[config.mk]
export PLATFORM = sky130hd
export DESIGN_NAME = lsu
export DESIGN_NICKNAME = d
export VERILOG_FILES = /design/src/rtl/lsu_pkg.sv /design/src/rtl/lsu_align.sv /design/src/rtl/lsu.sv
export SDC_FILE = /design/constraint.sdc
export NUM_CORES = 1
export LEC_CHECK = 0
export CAP_MARGIN = 20
export CORE_AREA = 4 4 130 107
export CTS_CLUSTER_SIZE = 12
export DETAILED_ROUTE_END_ITERATION = 7
export DIE_AREA = 0 0 134 111
export PLACE_DENSITY = 0.8
export SETUP_SLACK_MARGIN = 0.5
export SYNTH_ARGS = -nofsm -noshare
export SYNTH_HDL_FRONTEND = slang
export SYNTH_HIERARCHICAL = 1
export SYNTH_SLANG_ARGS = --single-unit
[constraint.sdc]
create_clock -name clk -period 2.6 [get_ports clk]
set_input_delay 0.26 -clock clk [delete_from_list [all_inputs] [get_ports clk]]
set_output_delay 0.26 -clock clk [all_outputs]
set_load 0.05 [all_outputs]
[src/rtl/lsu_pkg.sv]
// Shared types and helpers for the load/store unit: access sizes, FSM states
// and the alignment check.
package lsu_pkg;

  typedef enum logic [1:0] {
    SZ_B = 2'd0,
    SZ_H = 2'd1,
    SZ_W = 2'd2,
    SZ_D = 2'd3
  } size_e;

  typedef enum logic [1:0] {
    ST_IDLE = 2'd0,
    ST_REQ  = 2'd1,
    ST_WAIT = 2'd2,
    ST_RESP = 2'd3
  } state_e;

  // An access of 2^size bytes must start on a 2^size byte boundary.
  function automatic logic misaligned(input logic [1:0] size, input logic [2:0] off);
    logic [2:0] mask;
    mask = 3'((4'd1 << size) - 4'd1);
    return |(off & mask);
  endfunction

endpackage

[src/rtl/lsu_align.sv]
// Byte-lane steering: store strobes and lane replication, load lane
// extraction with sign/zero extension.
module lsu_align
  import lsu_pkg::*;
#(
  parameter  int DATA_W = 32,
  localparam int STRB_W = DATA_W / 8,
  localparam int OFF_W  = $clog2(STRB_W)
) (
  input  logic [1:0]        size,
  input  logic [OFF_W-1:0]  off,
  input  logic [DATA_W-1:0] wdata,
  input  logic [DATA_W-1:0] rdata,
  input  logic              uns,
  output logic [STRB_W-1:0] strb,
  output logic [DATA_W-1:0] wdata_rep,
  output logic [DATA_W-1:0] rdata_ext
);

  logic [DATA_W-1:0] rdata_sh;

  always_comb begin
    strb      = '0;
    wdata_rep = '0;
    rdata_ext = '0;
    rdata_sh  = rdata >> {off, 3'b000};
    case (size_e'(size))
      SZ_B: begin
        strb      = STRB_W'(1) << off;
        wdata_rep = {(STRB_W){wdata[7:0]}};
        rdata_ext = uns ? DATA_W'(rdata_sh[7:0]) : DATA_W'($signed(rdata_sh[7:0]));
      end
      SZ_H: begin
        strb      = STRB_W'(3) << off;
        wdata_rep = {(STRB_W/2){wdata[15:0]}};
        rdata_ext = uns ? DATA_W'(rdata_sh[15:0]) : DATA_W'($signed(rdata_sh[15:0]));
      end
      SZ_W: begin
        strb      = STRB_W'(4'hF) << off;
        wdata_rep = {(STRB_W/4){wdata[31:0]}};
        rdata_ext = uns ? DATA_W'(rdata_sh[31:0]) : DATA_W'($signed(rdata_sh[31:0]));
      end
      default: begin
        strb      = '1;
        wdata_rep = wdata;
        rdata_ext = rdata_sh;
      end
    endcase
  end

endmodule

[src/rtl/lsu.sv]
// Load/store unit: accepts one core request at a time, runs a valid/ready
// memory access and returns one response per accepted request.
module lsu
  import lsu_pkg::*;
#(
  parameter  int DATA_W = 32,
  parameter  int ADDR_W = 32,
  localparam int STRB_W = DATA_W / 8,
  localparam int OFF_W  = $clog2(STRB_W)
) (
  input  logic              clk,
  input  logic              resetn,
  input  logic              req_valid,
  output logic              req_ready,
  input  logic              req_we,
  input  logic [1:0]        req_size,
  input  logic              req_unsigned,
  input  logic [ADDR_W-1:0] req_addr,
  input  logic [DATA_W-1:0] req_wdata,
  output logic              resp_valid,
  output logic [DATA_W-1:0] resp_rdata,
  output logic              resp_err,
  output logic              mem_valid,
  input  logic              mem_ready,
  output logic              mem_we,
  output logic [ADDR_W-1:0] mem_addr,
  output logic [DATA_W-1:0] mem_wdata,
  output logic [STRB_W-1:0] mem_strb,
  input  logic [DATA_W-1:0] mem_rdata,
  input  logic              mem_rvalid
);

  localparam logic [1:0] IDLE = 2'(ST_IDLE);
  localparam logic [1:0] REQ  = 2'(ST_REQ);
  localparam logic [1:0] WAIT = 2'(ST_WAIT);
  localparam logic [1:0] RESP = 2'(ST_RESP);

  logic [1:0]        state, state_nxt;
  logic              ready_q;
  logic              we_q, uns_q, err_q;
  logic [1:0]        size_q;
  logic [OFF_W-1:0]  off_q;
  logic [ADDR_W-1:0] addr_q;
  logic [DATA_W-1:0] wdata_q, rdata_q;
  logic [STRB_W-1:0] strb_q;

  logic              accept, bad;
  logic [1:0]        size_sel;
  logic [OFF_W-1:0]  off_sel;
  logic [STRB_W-1:0] strb_c;
  logic [DATA_W-1:0] wdata_c, rdata_c;

  // ready_q is only ever set while the FSM sits in IDLE.
  assign accept = ready_q & req_valid;
  assign bad    = (32'(req_size) > OFF_W) ||
                  misaligned(req_size, 3'(req_addr[OFF_W-1:0]));

  // Steer from the live request at accept time, from the latched one afterwards.
  assign size_sel = ready_q ? req_size : size_q;
  assign off_sel  = ready_q ? req_addr[OFF_W-1:0] : off_q;

  lsu_align #(.DATA_W(DATA_W)) u_align (
    .size      (size_sel),
    .off       (off_sel),
    .wdata     (req_wdata),
    .rdata     (mem_rdata),
    .uns       (uns_q),
    .strb      (strb_c),
    .wdata_rep (wdata_c),
    .rdata_ext (rdata_c)
  );

  always_comb begin
    state_nxt = state;
    case (state)
      IDLE:    if (accept) state_nxt = bad ? RESP : REQ;
      REQ:     if (mem_ready) state_nxt = we_q ? RESP : WAIT;
      WAIT:    if (mem_rvalid) state_nxt = RESP;
      default: state_nxt = IDLE;
    endcase
  end

  always_ff @(posedge clk or negedge resetn) begin
    if (!resetn) begin
      state   <= IDLE;
      ready_q <= 1'b0;
      we_q    <= 1'b0;
      uns_q   <= 1'b0;
      err_q   <= 1'b0;
      size_q  <= '0;
      off_q   <= '0;
      addr_q  <= '0;
      wdata_q <= '0;
      rdata_q <= '0;
      strb_q  <= '0;
    end else begin
      state   <= state_nxt;
      ready_q <= (state_nxt == IDLE);
      if (accept) begin
        we_q    <= req_we;
        uns_q   <= req_unsigned;
        err_q   <= bad;
        size_q  <= req_size;
        off_q   <= req_addr[OFF_W-1:0];
        addr_q  <= {req_addr[ADDR_W-1:OFF_W], {OFF_W{1'b0}}};
        wdata_q <= req_we ? wdata_c : '0;
        strb_q  <= req_we ? strb_c : '0;
        rdata_q <= '0;
      end
      if (state == WAIT && mem_rvalid) rdata_q <= rdata_c;
    end
  end

  assign req_ready  = ready_q;
  assign resp_valid = (state == RESP);
  assign resp_err   = err_q;
  assign resp_rdata = rdata_q;
  assign mem_valid  = (state == REQ);
  assign mem_we     = we_q;
  assign mem_addr   = addr_q;
  assign mem_wdata  = wdata_q;
  assign mem_strb   = strb_q;

endmodule

; Word level (Yosys, flattened, before mapping)
; Index checks and enable logic that the tools add are counted.
[word_totals]
reg_bits = 108
latch_bits = 0
ramBits = 0
romBits = 0
input_bits = 105
out_inout_bits = 105
wordCells = 49
n_memories = 0
[op_classes]
n_addsub = 1
multipliers = 0
n_div = 0
magnitude_cmp = 1
n_eq_ne = 5
shifts = 5
n_mux = 17
bitwise_logic = 2
reduce_logical = 7
[ops]
columns = cell, count
row1 = 32-bit two-way mux, 5
row2 = 32-bit case mux with 2 select lines, 2
row3 = 32-bit by 5-bit right shift with 32-bit output, 1
row4 = 2-bit two-way mux, 6
row5 = 4-bit case mux with 3 select lines, 1
row6 = "2-bit == test, second input constant", 3
row7 = 2-bit zero test, 3
row8 = 2-bit case mux with 3 select lines, 1
row9 = "2-bit by 1-bit == test with 1-bit output, second input constant", 2
row10 = 4-bit two-way mux, 1
row11 = "1-bit by 2-bit left shift with 4-bit output, first input constant", 1
row12 = "2-bit by 2-bit left shift with 4-bit output, first input constant", 1
row13 = "4-bit by 2-bit left shift with 4-bit output, first input constant", 1
row14 = 2-bit by 3-bit bitwise AND with 3-bit output, 1
row15 = 3-bit OR reduction, 1
row16 = "1-bit by 2-bit left shift with 3-bit output, first input constant", 1
row17 = "3-bit by 1-bit subtractor with 3-bit output, second input constant", 1
row18 = "2-bit > comparator, second input constant", 1
row19 = 2-bit nonzero test, 1
row20 = 1-bit bitwise AND, 1
row21 = 1-bit logical AND, 1
row22 = 1-bit logical OR, 1
row23 = 1-bit two-way mux, 1

; Depth between registers and ports, before layout
[depth]
ltp_word = 9
ltp_mapped = 10
depth_no_buf = 8

; Hierarchy
; The synthesis kept the hierarchy.
[by_module_without_submodules]
columns = module, n_inst, cells_per_inst, area_per_inst_um2, seq_area_each_um2
row1 = lsu, 1, 398, 4391.7, 2702.6
row2 = lsu_align, 1, 177, 1212.4, 0.0

; Worst setup path before layout
; OpenSTA, ideal clock, no wires.
[synth_path]
kind = flip-flop to flip-flop
from = reg ready_q, in the netlist req_ready
to = reg rdata_q[10], in the netlist resp_rdata[10]
setup_ns = 0.083
t_arrival_ns = 2.561
required_ns = 2.517
path_slack_ns = -0.044
path_stages_with_launch = 10
path_buffers = 2
cell_sequence = dfrtp_1 -> mux2_2 -> clkbuf_1 -> inv_1 -> ha_1 -> clkbuf_1 -> and2b_1 -> o21ai_1 -> inv_1 -> o21ai_0
[synth_via]
elab_cells_between_ends = 11
classes_between = eq/ne (1) / shift (1) / mux (6) / bitwise (1) / reduce/logical (2)
[synth_rtl]
columns = element, line
row1 = from (decl), lsu.sv:39  ; logic ready_q;
row2 = from (signal assigned), lsu.sv:98  ; ready_q <= (state_nxt == IDLE);
row3 = 2-bit two-way mux (*), lsu.sv:59  ; assign size_sel = ready_q ? req_size : size_q;
row4 = net size_sel[1], lsu.sv:48  ; logic [1:0] size_sel;
row5 = 2-bit by 1-bit == test with 1-bit output or 2-bit zero test (tied branches), lsu_align.sv:27  ; case (size_e'(size))
row6 = 32-bit case mux with 2 select lines (*), lsu_align.sv:27
row7 = net rdata_c[10], lsu.sv:51  ; logic [DATA_W-1:0] wdata_c, rdata_c;
row8 = 32-bit two-way mux (*), lsu.sv:110  ; if (state == WAIT && mem_rvalid) rdata_q <= rdata_c;
row9 = to (signal assigned), lsu.sv:110
row10 = to (decl), lsu.sv:44  ; logic [DATA_W-1:0] wdata_q, rdata_q;
; Mark *: on every way through the listed nets, which the timed path passes. The rest lies on a longest branch.
; A chain may end at the register's enable or synchronous reset.

; Worst setup path after layout
[layout_path]
from = reg ready_q, in the netlist req_ready
to = reg rdata_q[10], in the netlist resp_rdata[10]
[layout_via]
elab_chain_cells = 5
elab_cells_between_ends = 11
classes_between = eq/ne (1) / shift (1) / mux (6) / bitwise (1) / reduce/logical (2)
[layout_lines]
columns = element, line
row1 = 2-bit two-way mux (*), lsu.sv:60  ; assign off_sel = ready_q ? req_addr[OFF_W-1:0] : off_q;
row2 = net off_sel[1], lsu.sv:49  ; logic [OFF_W-1:0] off_sel;
row3 = 32-bit by 5-bit right shift with 32-bit output (*), lsu_align.sv:26  ; rdata_sh = rdata >> {off, 3'b000};
row4 = "32-bit two-way mux, on equally long branches", "lsu_align.sv:36, lsu_align.sv:31"
row5 = 32-bit case mux with 2 select lines (*), lsu_align.sv:27
row6 = net rdata_c[10], lsu.sv:51
row7 = 32-bit two-way mux (*), lsu.sv:110
; Marked as above.

==> impl_metrics.json <==
{
  "rsz0062_at_grt": "true",
  "clk_pin_slew_ns": 0.08,
  "first_pass_iters": 6,
  "fin_ws_ns": 0.540,
  "seq_area_um2": 2700,
  "initial_core_util_pct": 44.3,
  "hpwl_mm": 12.6,
  "cts.path.max_buffers": 2,
  "final_util_pct": 64.4,
  "outcome": "completed",
  "period_needed_ns": 2.06,
  "gr-total-overflow": 0,
  "yosys_warnings": 6,
  "synth_area_per_cell_um2": 9.75,
  "core_um2": 12600,
  "io_buffers": 207,
  "diodes": 0,
  "powerDensity_nw_per_um2": 1430,
  "tns_ns": 0,
  "maxSlewHeadroom_pct": 51.4,
  "drc": 0,
  "r2r-end": "resp_rdata[10]",
  "gp_congestion": 0.888,
  "r2r_slack_ns": 0.54,
  "drt.antenna.violating_nets": 0,
  "ir_worst_vdd_mv": 0.879,
  "tightestPinTransition_ns": 0.729,
  "use_met2_pct": 35.3,
  "reg2reg_from": "req_ready",
  "ys_ff_latch": 108,
  "placed_cells": 921,
  "globalRouteMet1Util_pct": 30.0,
  "p_leak_nw": 3.62,
  "grt_first_pass_wirelength_mm": 26.2,
  "vias": 4886,
  "rows": 37,
  "min_to": "mem_wdata[14]",
  "setup_viol": 0,
  "post-place-ws_ns": 0.111,
  "finalNonFillerCells": 942,
  "wire_per_inst_um": 17.5,
  "grt_usage_pct": 21.7,
  "hold_path.class": "reg -> reg",
  "die_w_um": 134,
  "clkLatencyLatePin_ns": 0.34,
  "multi_input_area_um2": 2530,
  "worstPathRequired_ns": 2.81,
  "cpPeakStageDelay_ns": 0.45,
  "clock_skew_ns": 0.00813,
  "synthCells": 575,
  "crit_path_start_kind": "flop",
  "slew_viol_final": 0,
  "die-area_um2": 14900,
  "final_nets": 871,
  "drt_iter0_drc": 361,
  "worst_hold_slack_ns": 0.487,
  "yosysUniqueCellTypes": 38,
  "ios": 210,
  "holdCritStartpoint": "mem_wdata[14]",
  "use_met3_pct": 4.49,
  "layout-drive-gt1-share_pct": 14.9,
  "period_share_pct": 79.2,
  "path_cells": "mux2_2 -> mux2_4 -> a32oi_2 -> buf_6 -> o21ai_1 -> inv_1 -> o21ai_0",
  "slowest_stage": "dfrtp_2",
  "r2r_cells": 7,
  "grt.busiest_layer": "met2",
  "path_max_fanout": 24,
  "hold_viol_final": 0,
  "max_freq_mhz": 485,
  "critPathCaptureType": "flop",
  "crit_type": "reg -> reg",
  "drv_cap": 0,
  "die_y_um": 111,
  "grt_pass1_vias": 4820,
  "holdPathStages": 2,
  "finalWirelength_mm": 16.4,
  "htreeDepth": 3,
  "grt_max_degree": 66,
  "syn_to_final_growth_pct": 45.2,
  "cts-buffers-inserted": 9,
  "clkSinkCount": 108,
  "routed_via_density": 5.19,
  "fillers": 996,
  "syn-cell-area_um2": 5600,
  "ys_seq_area_share_pct": 48.2,
  "worstPathArrival_ns": 2.27,
  "clockRootBuffer": "clkbuf_16",
  "cts_tree": "done",
  "antenna_found_initial": 0
}
cell usage after synthesis, drive strengths merged:
| master | n | area, um^2 |
|---|---|---|
| mux2i | 15 | 150 |
| nand2 | 117 | 442 |
| inv | 35 | 131 |
| o21a | 1 | 7.51 |
| o22ai | 1 | 6.26 |
| dfrtp | 108 | 2700 |
| nor3b | 2 | 15.0 |
| a22o | 8 | 70.1 |
| mux2 | 59 | 706 |
| and2b | 1 | 7.51 |
| o221ai | 2 | 23.8 |
| nand3 | 48 | 240 |
| conb | 1 | 3.75 |
| clkbuf | 20 | 75.1 |
| ha | 4 | 50.1 |
| a22oi | 9 | 72.6 |
| nand2b | 2 | 12.5 |
| and2 | 2 | 15.0 |
| o21ai | 86 | 430 |
| nor2b | 4 | 25.0 |
| a2bb2oi | 7 | 61.3 |
| nand3b | 1 | 7.51 |
| a21o | 2 | 15.0 |
| nor2 | 4 | 15.0 |
| buf | 32 | 264 |
| nor3 | 1 | 10.0 |
| a32oi | 2 | 32.5 |
| nor4 | 1 | 12.5 |
timing repair:
item | CTS | global route
gates resized for setup | 2 | 9
endpoints found under the setup margin | 28 | 41
gates cloned | 0 | 0
endpoints found under the hold margin | 13 | 0
hold buffers | 1 | 0
pin swaps | 1 | 3
buffers inserted | 2 | 2
per-stage QoR:
stage	total power [mW]	area, um^2
finish	11.7	8140
global route	12.3	8140
floorplan	7.99	5700
CTS	11.6	8080
global placement	10.0	7740
detailed placement	10.2	7740
layout make-up:
cell class	count	area share (%)
timing repair buffer	227	27.6
multi-input combinational	381	31.1
clock inverter	7	0.969
sequential	108	33.2
inverter	35	1.65
tap	175	2.69
clock buffer	9	2.77
cell usage in the layout (no fill, tap or decap), types with 2 or more instances in the layout:
master	netlist	routed
nor3b_2	0	2
clkbuf_16	0	9
a22oi_1	8	8
conb_1	1	2
mux2_2	48	46
o21ai_1	18	18
a22o_1	8	8
buf_6	3	2
mux2i_1	15	15
inv_6	0	2
a21o_1	2	2
nor2b_1	4	3
clkdlybuf4s50_1	0	204
clkinv_4	0	2
nor2_1	4	3
o21ai_0	68	68
dlymetal6s2s_1	0	2
inv_1	35	33
mux2_4	11	13
nand3_1	48	48
a2bb2oi_1	7	7
buf_4	14	17
ha_1	4	2
ha_4	0	2
dfrtp_1	108	107
nand2_1	116	116
flip-flops by register name, indices dropped and copies added, names as in the netlist, 2 cells and up:
register    flops
off_q           2
mem_addr       30
mem_wdata      32
state           2
resp_rdata     32
size_q          2
mem_strb        4
critical path, delay by kind of cell (launching register included):
kind	cells	cell delay (ns)
buf+inv	2	0.28
compound gates	3	0.41
mux	2	0.76
flops	1	0.45
metal layers:
| metal | wire length (um) | vias to the layer above |
|---|---|---|
| li1 | - | 2314 |
| met1 | 7150 | 2331 |
| met2 | 7840 | 218 |
| met3 | 1210 | 23 |
| met4 | 237 | 0 |
| met5 | 0 | - |
power by group:
part	switching [mW]	leakage [nW]	total, mW	internal [mW]
combinational	4.65	2.10	7.42	2.77
clock	0.690	0.148	1.38	0.689
sequential	0.452	1.37	2.86	2.40
total	5.79	3.62	11.7	5.87
cell families after synthesis:
| group | after synthesis | synth area share [%] |
|---|---|---|
| AO/OA/AOI/OAI | 118 | 12.8 |
| adder cells (fa/ha/maj) | 4 | 0.893 |
| buffers and inverters | 87 | 8.39 |
| flip-flops | 108 | 48.2 |
| multiplexers | 74 | 15.3 |
| other | 1 | 0.0669 |
| AND/OR/NAND/NOR | 183 | 14.3 |
how the worst max path moves through the flow:
stage,start,end,slack (ns),cells past startpoint
floorplan,req_ready,resp_rdata[10],0.49,9
global placement,req_addr[1],resp_rdata[21],0.17,7
detailed placement,req_size[0],resp_rdata[25],0.11,8
CTS,req_ready,resp_rdata[18],0.51,8
global route,req_ready,resp_rdata[21],0.46,7
finish,req_ready,resp_rdata[10],0.54,7
No activity file was read; power rests on OpenSTA's default activity.
